File: src/rtl/div_sequencer.sv
// Iterative restoring divider for RV32M DIV/DIVU/REM/REMU: one quotient bit per cycle,
// with divide-by-zero and signed-overflow results taken directly without iterating.
module div_sequencer #(
  parameter int WIDTH = 32
) (
  input  logic             clk,
  input  logic             rst,
  input  logic             StartE,
  input  logic [1:0]       DivOpE,
  input  logic [WIDTH-1:0] SrcAE,
  input  logic [WIDTH-1:0] SrcBE,
  input  logic             FlushE,
  output logic             StallDiv,
  output logic             DivDoneE,
  output logic [WIDTH-1:0] DivResultE
);

  localparam int CW = $clog2(WIDTH);
  localparam logic [WIDTH-1:0] MIN_NEG = {1'b1, {(WIDTH-1){1'b0}}};

  typedef enum logic [1:0] {IDLE, CALC, DONE} state_t;

  state_t           r_state, w_state_nxt;
  logic [CW-1:0]    r_cnt;
  logic [WIDTH-1:0] r_rem, r_quo, r_divisor, r_result;
  logic             r_qneg, r_rneg, r_is_rem;

  logic             w_signed, w_b_zero, w_ovf, w_special, w_accept;
  logic [WIDTH-1:0] w_a_abs, w_b_abs, w_special_res;
  logic [WIDTH:0]   w_shift, w_diff;
  logic             w_ge;
  logic [WIDTH-1:0] w_rem_nxt, w_quo_nxt, w_final;

  assign w_signed  = ~DivOpE[0];
  assign w_b_zero  = (SrcBE == '0);
  assign w_ovf     = w_signed & (SrcAE == MIN_NEG) & (SrcBE == '1);
  assign w_special = w_b_zero | w_ovf;
  assign w_accept  = StartE & ~FlushE;
  assign w_a_abs   = (w_signed & SrcAE[WIDTH-1]) ? -SrcAE : SrcAE;
  assign w_b_abs   = (w_signed & SrcBE[WIDTH-1]) ? -SrcBE : SrcBE;
  assign w_special_res = w_b_zero ? (DivOpE[1] ? SrcAE : '1)
                                  : (DivOpE[1] ? '0 : MIN_NEG);

  // Partial remainder stays below the divisor, so after the shift the
  // (WIDTH+1)-bit difference has its top bit set exactly when rem < divisor.
  assign w_shift   = {r_rem, r_quo[WIDTH-1]};
  assign w_diff    = w_shift - {1'b0, r_divisor};
  assign w_ge      = ~w_diff[WIDTH];
  assign w_rem_nxt = w_ge ? w_diff[WIDTH-1:0] : w_shift[WIDTH-1:0];
  assign w_quo_nxt = {r_quo[WIDTH-2:0], w_ge};
  assign w_final   = r_is_rem ? (r_rneg ? -w_rem_nxt : w_rem_nxt)
                              : (r_qneg ? -w_quo_nxt : w_quo_nxt);

  assign DivDoneE   = (r_state == DONE);
  assign DivResultE = r_result;

  always_comb begin
    w_state_nxt = r_state;
    StallDiv    = 1'b0;
    case (r_state)
      IDLE: begin
        if (w_accept) begin
          StallDiv    = 1'b1;
          w_state_nxt = w_special ? DONE : CALC;
        end
      end
      CALC: begin
        if (FlushE) begin
          w_state_nxt = IDLE;
        end else begin
          StallDiv = 1'b1;
          if (r_cnt == '0) w_state_nxt = DONE;
        end
      end
      DONE:    w_state_nxt = IDLE;
      default: w_state_nxt = IDLE;
    endcase
    if (rst) StallDiv = 1'b0;
  end

  always_ff @(posedge clk or posedge rst) begin
    if (rst) r_state <= IDLE;
    else     r_state <= w_state_nxt;
  end

  always_ff @(posedge clk or posedge rst) begin
    if (rst) begin
      r_cnt     <= '0;
      r_rem     <= '0;
      r_quo     <= '0;
      r_divisor <= '0;
      r_result  <= '0;
      r_qneg    <= 1'b0;
      r_rneg    <= 1'b0;
      r_is_rem  <= 1'b0;
    end else begin
      case (r_state)
        IDLE: begin
          if (w_accept) begin
            if (w_special) begin
              r_result <= w_special_res;
            end else begin
              r_quo     <= w_a_abs;
              r_divisor <= w_b_abs;
              r_rem     <= '0;
              r_qneg    <= w_signed & (SrcAE[WIDTH-1] ^ SrcBE[WIDTH-1]);
              r_rneg    <= w_signed & SrcAE[WIDTH-1];
              r_is_rem  <= DivOpE[1];
              r_cnt     <= CW'(WIDTH - 1);
            end
          end
        end
        CALC: begin
          if (!FlushE) begin
            r_rem <= w_rem_nxt;
            r_quo <= w_quo_nxt;
            if (r_cnt == '0) r_result <= w_final;
            else             r_cnt    <= r_cnt - CW'(1);
          end
        end
        default: ;
      endcase
    end
  end

endmodule

File: config.mk
export PLATFORM = sky130hd
export DESIGN_NAME = div_sequencer
export DESIGN_NICKNAME = d
export VERILOG_FILES = /design/src/rtl/div_sequencer.sv
export SDC_FILE = /design/constraint.sdc
export NUM_CORES = 1
export LEC_CHECK = 0
export ABC_AREA = 1
export CAP_MARGIN = 15
export CORE_UTILIZATION = 40
export DETAILED_ROUTE_END_ITERATION = 8
export HOLD_SLACK_MARGIN = 0.02
export PLACE_DENSITY_LB_ADDON = 0.08
export RECOVER_POWER = 100
export SLEW_MARGIN = 20
export SYNTH_ARGS = -nofsm -noshare
export SYNTH_HDL_FRONTEND = slang
export SYNTH_SLANG_ARGS = --single-unit
File: constraint.sdc
create_clock -name clk -period 4.6 [get_ports clk]
set_clock_uncertainty 0.05 [all_clocks]
set_input_delay 0.92 -clock clk [delete_from_list [all_inputs] [get_ports clk]]
set_output_delay 0.92 -clock clk [all_outputs]
set_load 0.01 [all_outputs]
### Word level (Yosys, flattened, before mapping)

Cells that the tools add are included.

| word-level totals | value |
|---|---|
| flip-flop bits (word level) | 138 |
| bits of input ports | 70 |
| output and inout port bits | 34 |
| logic and storage cells | 83 |

| operators by class | value |
|---|---|
| $add $sub $neg | 6 |
| equality and inequality tests | 11 |
| multiplexer cells | 36 |
| bitwise operators | 12 |
| reductions and logical operators | 9 |

Operators with widths:

| cell | count |
|---|---|
| 32-bit two-way mux | 19 |
| 32-bit case mux with 2 select lines | 3 |
| 32-bit negator | 4 |
| 32-bit == test, second input constant | 2 |
| 33-bit by 32-bit subtractor with 33-bit output | 1 |
| 32-bit zero test | 1 |
| 5-bit two-way mux | 4 |
| 2-bit != test, second input constant | 6 |
| 5-bit case mux with 2 select lines | 1 |
| 5-bit AND reduction | 2 |
| 2-bit two-way mux | 4 |
| 1-bit AND | 6 |
| 5-bit zero test | 1 |
| 5-bit by 1-bit subtractor with 5-bit output, second input constant | 1 |
| 1-bit NOT | 4 |
| 2-bit case mux with 2 select lines | 1 |
| 4-bit AND reduction | 1 |
| 1-bit two-way mux | 3 |
| 3-bit != test, second input constant | 1 |
| 3-bit AND reduction | 1 |
| 2-bit by 1-bit == test with 1-bit output, second input constant | 1 |
| 2-bit == test, second input constant | 1 |
| 2-bit zero test | 1 |
| 1-bit case mux with 2 select lines | 1 |
| 4 further kinds | 4 |

### Depth between registers and ports, before layout

Gate-level depths: netlist of the first run.

| logic depth | value |
|---|---|
| depth after elaboration | 8 |
| depth in mapped cells | 33 |
| depth with buffers taken out | 32 |

### Least setup slack after synthesis of the first run

No wires, ideal clock.

| path | value |
|---|---|
| path type | register to register |
| start point | register r_quo[31] |
| end point | register r_result[26], in the netlist DivResultE[26] |
| setup time | 0.120 ns |
| data arrival time | 3.770 ns |
| data required time | 4.430 ns |
| path slack | 0.660 ns |
| cell stages (with the launch flop) | 32 |
| path buffers | 1 |
| clock period less this slack | 3.940 ns |
| path through | dfrtp_1 -> inv_1 -> ha_1 -> inv_1 -> fa_1 -> nand2_1 -> nand2_1 -> nand3_1 -> nand2_2 -> nand2_2 -> nand2_2 -> nand2_4 -> nand3_2 -> nand2_4 -> buf_6 -> ha_1 -> inv_1 -> nor3_1 -> inv_1 -> nor2_1 -> nand4_1 -> nor2_1 -> inv_1 -> nor2_1 -> nand4_1 -> nor2_1 -> a21oi_1 -> or2_2 -> nand3_1 -> nand2_1 -> nand2_1 -> a21oi_2 |

| between the ends | value |
|---|---|
| cells in the longest elaborated chain, start to end | 8 |
| elaborated cells on any way between the ends | 11 |
| classes of those cells | add/sub (3); mux (7); bitwise (1) |

Ends and longest elaborated chain:

| item | line | source |
|---|---|---|
| from (decl) | 25 | `logic [WIDTH-1:0] r_rem, r_quo, r_divisor, r_result;` |
| from (signal assigned) | 103 | `r_quo <= w_a_abs;` |
| from (signal assigned) | 116 | `r_quo <= w_quo_nxt;` |
| 33-bit by 32-bit subtractor with 33-bit output | 47 | `assign w_diff = w_shift - {1'b0, r_divisor};` |
| 32-bit two-way mux or 1-bit NOT (tied branches) | 49, 48 |  |
| 32-bit negator (on tied branches) | 51, 52 |  |
| 32-bit two-way mux (on tied branches) | 51, 52 |  |
| 32-bit two-way mux (*) | 51 | `assign w_final = r_is_rem ? (r_rneg ? -w_rem_nxt : w_rem_nxt)` |
| 32-bit two-way mux (*) | 117 | `if (r_cnt == '0) r_result <= w_final;` |
| 32-bit two-way mux (*) | 114 | `if (!FlushE) begin` |
| 32-bit case mux with 2 select lines (*) | 97 | `case (r_state)` |
| to (signal assigned) | 101 | `r_result <= w_special_res;` |
| to (signal assigned) | 117 |  |
| to (decl) | 25 |  |

Every way passes the cells marked *; elsewhere a longest branch is shown, timed or not. The select of a mux whose other input is x is not followed.
A chain may end at the register's enable or synchronous reset.

### Worst setup path after layout of the first run

Ends and elaborated chain as after synthesis.

==> impl_results.md, run 1 <==
* Synth Cell Area at 13,200 µm²
* Fillers at 3,546
* Internal Power at 0.00555 W
* Crit path required time at 4.88 ns
* Synth Area in Adders at 0.0386
* Simple-Gate Fraction of Synth Area at 0.391
* Core area at 32,500 µm²
* Fmax at 0.239 GHz
* Mapped Cells at 2,179
* Sequential Area at 3450 µm²
* Row cnt at 66
* Crit-path max FO at 4
* Worst Tran Pin Value at 2.02 ns
* Drt wl/cell at 16.6 µm
* Critical Path AT at 4.47 ns
* Endpoints failing setup at 0
* Via count at 14,000
* GRT Residual Overflow at 0
* Post-CTS setup buffer count at 0
* Area occupied by multi-input gates at 8100 µm²
* Sw Ratio at 0.568
* Clock power frac at 0.124
* Starting Density at 0.406
* I/O pins at 104
* Nets at 2,361
* Largest net degree at the start of global routing at 139
* Pins over their slew limit at 139
* Synth area leaders: dfrtp_1 (26%), nand2_1 (18%), inv_1 (9.4%), nor2_1 (6.7%), o21ai_0 (5.8%)
* Longest Clk Path Bufs at 2
* Die X at 183 µm
* Kind of critical path: reg -> reg
* Max Used Layer: met4
* TritonCTS clock tree: done
* Setup TNS Final at 0 ns
* Endpoints failing hold at 0
* Root Buffer: clkbuf_16
* # diodes at 0
* Hold Path Class: reg -> reg
* Status: complete, but fails checks
* Post-synth top area share at 0.262
* Post-synthesis mux area share at 0
* Share of cells above drive strength 1 at 0.0733
* Fin crit period at 4.19 ns
* Synth-to-Final Area Change at 15.7%
* Clock-pin slew on the worst setup and hold paths at 0.06 ns
* PD cells at 844 nW/µm²
* CP endpoint kind: flip-flop
* Tcrit/Tclk final at 0.911
* Met1 WL at 20,900 µm
* GPL Wtd Cong at 0.924
* Sequential area share after synthesis at 0.262
* Die area at 33,600 µm²
* H-Tree Depth at 4
* Yosys warns at 0
* Via-per-instance ratio at 5.18
* Largest area contributor in the netlist: dfrtp_1
* Residual DRC at 0
* DR WL met3 at 2310 µm
* Vias in the first global route at 12,800
* Worst-Skew Late Latency at 0.45 ns
* WL final at 45,000 µm
* PortBufs at 103
* Synthesized area per cell at 6.04 µm²
* Synth Area in XOR/XNOR at 0.0326
* Peak VDD IR at 0.527 mV
* GRT Total Usage at 0.272
* Worst rel slew slack at -0.348
* Sw Pwr at 0.00730 W
* Type of origin of the critical path: flip-flop
* Final instance area at 15,200 µm²
* Non-Filler Instances at 2,706
* Mapped Nets at 2,289
* Max incr delay on CP at 0.42 ns
* Max-Cap Viols at 1
* Crit-path slowest cell: fa_1
* Die Ht at 183 µm
* DP HPWL at 35,300 µm
* Worst Path Buf+Inv at 5
* Pwr Total at 0.0129 W
* Dpl cells at 2,674
* Failing checks: max-capacitance violations, max-slew violations
* Sequential share of power at 0.162
* Total CTS buffers at 17
* DRT Pass-1 Iters at 8
* Unique masters post-synth at 47
* Combinational Power Share at 0.713
* Crit path max-delay family: simple AND/OR/NAND/NOR gates
* Main combinational cell family by area after synthesis: simple AND/OR/NAND/NOR gates
* Pleak at 7.77 nW
* # clock sinks at 138
* Synth Area in Compound Gates at 0.153
* Post-detailed-route count of antenna-violating nets at 0
* Placed Area at 14,600 µm²
* Initial antenna violation count at 0
* Post-synthesis register bit count at 138
* Commonest non-fill, non-tap cell in the layout: nand2_1
* First-pass GRT wire length at 70,400 µm
* CP dominant cell by count: inv_1
* Initial DRC Count at 1,186
* Met2 WL at 21,100 µm
* Commonest non-fill, non-tap cells in the layout: nand2_1 (624), inv_1 (326), nor2_1 (230), o21ai_0 (154), nand3_1 (150)
* Final core occ at 0.469
power by group through the flow:
stage	sequential, W	combinational (W)	clock [W]
2_1_floorplan	0.00206	0.00656	0
6_report	0.00209	0.00917	0.00160
3_3_place_gp	0.00210	0.00914	0
4_1_cts	0.00209	0.00920	0.00162
3_5_place_dp	0.00211	0.00914	0
5_1_grt	0.00215	0.0102	0.00167
flip-flops by register name, summed over array words and instances, names as in the netlist, 2 cells and up:
signal,cells
r_cnt,5
r_divisor,32
r_state,2
DivResultE,32
r_quo,32
r_rem,32
worst register-to-register path, delay by kind of cell (launching register included):
kind,cells,cell delay [ns]
and+or+nand+nor,20,2.42
adders and majority gates,3,0.70
buffers and inverters,5,0.37
DFF,1,0.36
AOI/OAI and AO/OA,2,0.18
through the flow:
stage               setup WS, ns  hold slack (ns)
floorplan                  0.660            0.399
global placement           0.343            0.418
detailed placement         0.289            0.424
CTS                        0.259            0.438
global route             -0.0105            0.454
finish                     0.411            0.433
metal layers:
layer,GRT usage,up-vias
met1,0.380,6506
met4,0.0563,0
met5,0,-
met2,0.451,379
li1,-,7094
met3,0.0315,42
path summary, 6_finish.rpt:
kind / start / slack (ns) / cells past startpoint / end
hold reg to reg: DivResultE[0]$_DFFE_PP0P_ / 0.43 / 2 / DivResultE[0]$_DFFE_PP0P_
setup reg to reg: r_quo[31]$_DFFE_PP0P_ / 0.41 / 30 / DivResultE[26]$_DFFE_PP0P_
setup / recovery: r_quo[31]$_DFFE_PP0P_ / 0.41 / 30 / DivResultE[26]$_DFFE_PP0P_
max in group asynchronous: rst / 1.57 / 3 / r_quo[26]$_DFFE_PP0P_
min in group asynchronous: rst / 1.71 / 3 / r_quo[0]$_DFFE_PP0P_
hold / removal: DivResultE[0]$_DFFE_PP0P_ / 0.43 / 2 / DivResultE[0]$_DFFE_PP0P_
Yosys cell counts, drive strengths merged:
cell type and instances:
and2 7, xnor2 9, fa 1, xor2 40, nor3 35, dfrtp 138
a41oi 1, nand3b 7, a31oi 4, ha 39, clkinv 3, o21bai 1
o32ai 1, o31ai 7, o21ai 168, nor4 6, a21oi 137, or2 6
nor2 253, o22ai 34, o211ai 9, nand2 673, and3 1, o221ai 2
nand3 157, clkbuf 48, nand4 29, a21o 3, buf 25, inv 333
or4 2
cell type report:
type / count / area share
Clock inverter: 13 / 0.0140
Inverter: 336 / 0.0831
Timing Repair Buffer: 126 / 0.0782
Multi-Input combinational cell: 1632 / 0.532
Clock buffer: 19 / 0.0297
Tap cell: 442 / 0.0363
Sequential cell: 138 / 0.227
repair_timing:
action	CTS	global route
gates resized for setup	0	4
setup endpoints to repair	0	4
hold buffers	0	0
cell families after synthesis:
group,count (synthesis)
AOI/OAI and AO/OA,367
xor gates and xnor gates,49
adders and majority gates,40
buffers and inverters,409
DFF,138
and+or+nand+nor,1176
Power figures use the tool's default switching activity.
==> run 2, diff against run 1 <==
--- a/config.mk
+++ b/config.mk
@@ -12,7 +12,6 @@
 export HOLD_SLACK_MARGIN = 0.02
 export PLACE_DENSITY_LB_ADDON = 0.08
 export RECOVER_POWER = 100
-export SLEW_MARGIN = 20
 export SYNTH_ARGS = -nofsm -noshare
 export SYNTH_HDL_FRONTEND = slang
 export SYNTH_SLANG_ARGS = --single-unit
==> run 2 against run 1 <==
Against the previous run: the flow still finishes with violations (max-capacitance violations, max-slew violations); non-clock buffer count stayed put; final area hardly changed; wire length hardly changed.
==> impl_results.md, run 2 (synthesized netlist as in run 1, its figures left out) <==
* Status: complete, but fails checks
* Failing checks: max-capacitance violations, max-slew violations
* Core area at 32,500 µm² (unchanged)
* Type of origin of the critical path: flip-flop
* Largest net degree at the start of global routing at 139 (unchanged)
* First-pass GRT wire length at 70,400 µm (unchanged)
* Final core occ at 0.469 (about the same)
* Longest Clk Path Bufs at 2 (unchanged)
* Max-Cap Viols at 1 (unchanged)
* WL final at 45,000 µm (about the same)
* Hold Path Stages at 2 (unchanged)
* Post-detailed-route count of antenna-violating nets at 0 (unchanged)
* CTS Hold Bufs at 0 (unchanged)
* Internal Power at 0.00555 W (about the same)
* Crit-path slowest cell: fa_1
* Row cnt at 66 (unchanged)
* Synth-to-Final Area Change at 15.7% (about the same)
* Non-Filler Instances at 2,707 (+0.037%)
* Clock power frac at 0.124 (about the same)
* Sequential share of power at 0.162 (about the same)
* R2r endpoint: DivResultE[26]$_DFFE_PP0P_
* DP HPWL at 35,300 µm (unchanged)
* Commonest non-fill, non-tap cell in the layout: nand2_1
* Total CTS buffers at 17 (unchanged)
* Dpl cells at 2,674 (unchanged)
* Endpoints failing hold at 0 (unchanged)
* CP dominant cell by count: inv_1
* Initial DRC Count at 1,152 (-2.9%)
* Crit path required time at 4.88 ns (about the same)
* Die X at 183 µm (unchanged)
* Initial antenna violation count at 0 (unchanged)
* GRT Total Usage at 0.272 (unchanged)
* Kind of critical path: reg -> reg
* Max incr delay on CP at 0.42 ns (about the same)
* Flop2flop setup slack at 0.42 ns (about the same)
* Drt wl/cell at 16.6 µm (about the same)
* Crit-path max FO at 4 (unchanged)
* Via-per-instance ratio at 5.19 (+0.21%)
* Worst rel slew slack at -0.351 (-0.00275)
* Nets at 2,361 (unchanged)
* Pins over their slew limit at 139 (unchanged)
* Worst hold slack at 0.433 ns (+0.000703 ns)
* Pleak at 7.77 nW (about the same)
* CP endpoint kind: flip-flop
* Clock-pin slew on the worst setup and hold paths at 0.06 ns (about the same)
* Share of cells above drive strength 1 at 0.0733 (unchanged)
* PortBufs at 103 (unchanged)
* Sw Pwr at 0.00731 W (+0.16%)
* DRT Pass-1 Iters at 8 (unchanged)
* Endpoints failing setup at 0 (unchanged)
* Worst R2R Start: r_quo[31]$_DFFE_PP0P_
* Commonest non-fill, non-tap cells in the layout: nand2_1 (624), inv_1 (327), nor2_1 (230), o21ai_0 (154), nand3_1 (150)
* H-Tree Depth at 4 (unchanged)
* Tcrit/Tclk final at 0.910 (-0.00119)
* Worst Tran Pin Value at 2.03 ns (+0.00412 ns)
* Fmax at 0.239 GHz (+0.13%)
* Vias in the first global route at 12,800 (unchanged)
* Root Buffer: clkbuf_16
* # clock sinks at 138 (unchanged)
* Hold Path Class: reg -> reg
* Starting Density at 0.406 (unchanged)
* Via count at 14,100 (+0.24%)
* Worst-Skew Late Latency at 0.45 ns (about the same)
* Peak VDD IR at 0.531 mV (+0.78%)
* Hold Path End: DivResultE[0]$_DFFE_PP0P_
* Combinational Power Share at 0.714 (about the same)
* Sw Ratio at 0.568 (about the same)
* GRT Residual Overflow at 0 (unchanged)
* Die area at 33,600 µm² (unchanged)
* Hold Path Origin: DivResultE[0]$_DFFE_PP0P_
* TritonCTS clock tree: done
* Cell depth of the worst flop-to-flop path at 30 (unchanged)
* Critical Path AT at 4.46 ns (about the same)
* PD cells at 845 nW/µm² (about the same)
* Die Ht at 183 µm (unchanged)
* I/O pins at 104 (unchanged)
* Fin crit period at 4.18 ns (-0.00547 ns)
* Residual DRC at 0 (unchanged)
* GPL Wtd Cong at 0.924 (unchanged)
run 2: through the flow:
step / worst slack, ns / power [W] / instance area [µm²] / setup TNS [ns]
after floorplan: 0.660 / 0.00862 / 13200 / 0
after global placement: 0.343 / 0.0112 / 14600 / 0
after detailed placement: 0.289 / 0.0113 / 14600 / 0
after CTS: 0.259 / 0.0129 / 15300 / 0
after global routing: -0.0105 / 0.0140 / 15200 / -0.0105
final: 0.416 / 0.0129 / 15200 / 0
run 2: critical path: cells and delay by family (launching register included):
family | cells | cell delay [ns]
AOI/OAI and AO/OA | 2 | 0.18
adders and majority gates | 3 | 0.70
buffers and inverters | 5 | 0.37
DFF | 1 | 0.36
and+or+nand+nor | 20 | 2.42
run 2: worst max path at each step:
stage | startpoint | end | slack (ns) | cells after the start
3_5_place_dp | SrcAE[0] | r_cnt[3]$_DFFE_PP0P_ | 0.29 | 19
4_1_cts | r_quo[31]$_DFFE_PP0P_ | DivResultE[26]$_DFFE_PP0P_ | 0.26 | 30
5_1_grt | r_quo[31]$_DFFE_PP0P_ | DivResultE[26]$_DFFE_PP0P_ | -0.01 | 30
3_3_place_gp | r_quo[31]$_DFFE_PP0P_ | DivResultE[26]$_DFFE_PP0P_ | 0.34 | 30
6_report | r_quo[31]$_DFFE_PP0P_ | DivResultE[26]$_DFFE_PP0P_ | 0.42 | 30
2_1_floorplan | r_quo[31]$_DFFE_PP0P_ | DivResultE[26]$_DFFE_PP0P_ | 0.66 | 31
run 2: what timing repair did:
action / CTS / global route
setup buffers: 0 / 0
endpoints found under the setup margin: 0 / 4
resized for setup: 0 / 4
run 2: area by class of cell:
cell class                      instances  area (µm²)
Tap cell                              442         553
Sequential cell                       138        3450
Multi-Input combinational cell       1632        8100
Clock buffer                           19         453
Timing Repair Buffer                  126        1190
Clock inverter                         13         214
Fill cell                            3545       17200
Inverter                              336        1260
Antenna cell                            1        2.50
run 2: per-layer routing:
metal  vias up  global-route usage  part of all wire
met1      6528               0.380              0.46
met2       397               0.451              0.47
li1       7090                   -                 -
met5         -                   0                 0
met4         0              0.0563             0.014
met3        40              0.0315             0.053
run 2: power groups by stage:
stage	clock, W	combinational, W	sequential (W)
5_1_grt	0.00167	0.0102	0.00215
2_1_floorplan	0	0.00656	0.00206
3_5_place_dp	0	0.00914	0.00211
4_1_cts	0.00162	0.00920	0.00209
3_3_place_gp	0	0.00914	0.00210
6_report	0.00160	0.00919	0.00209
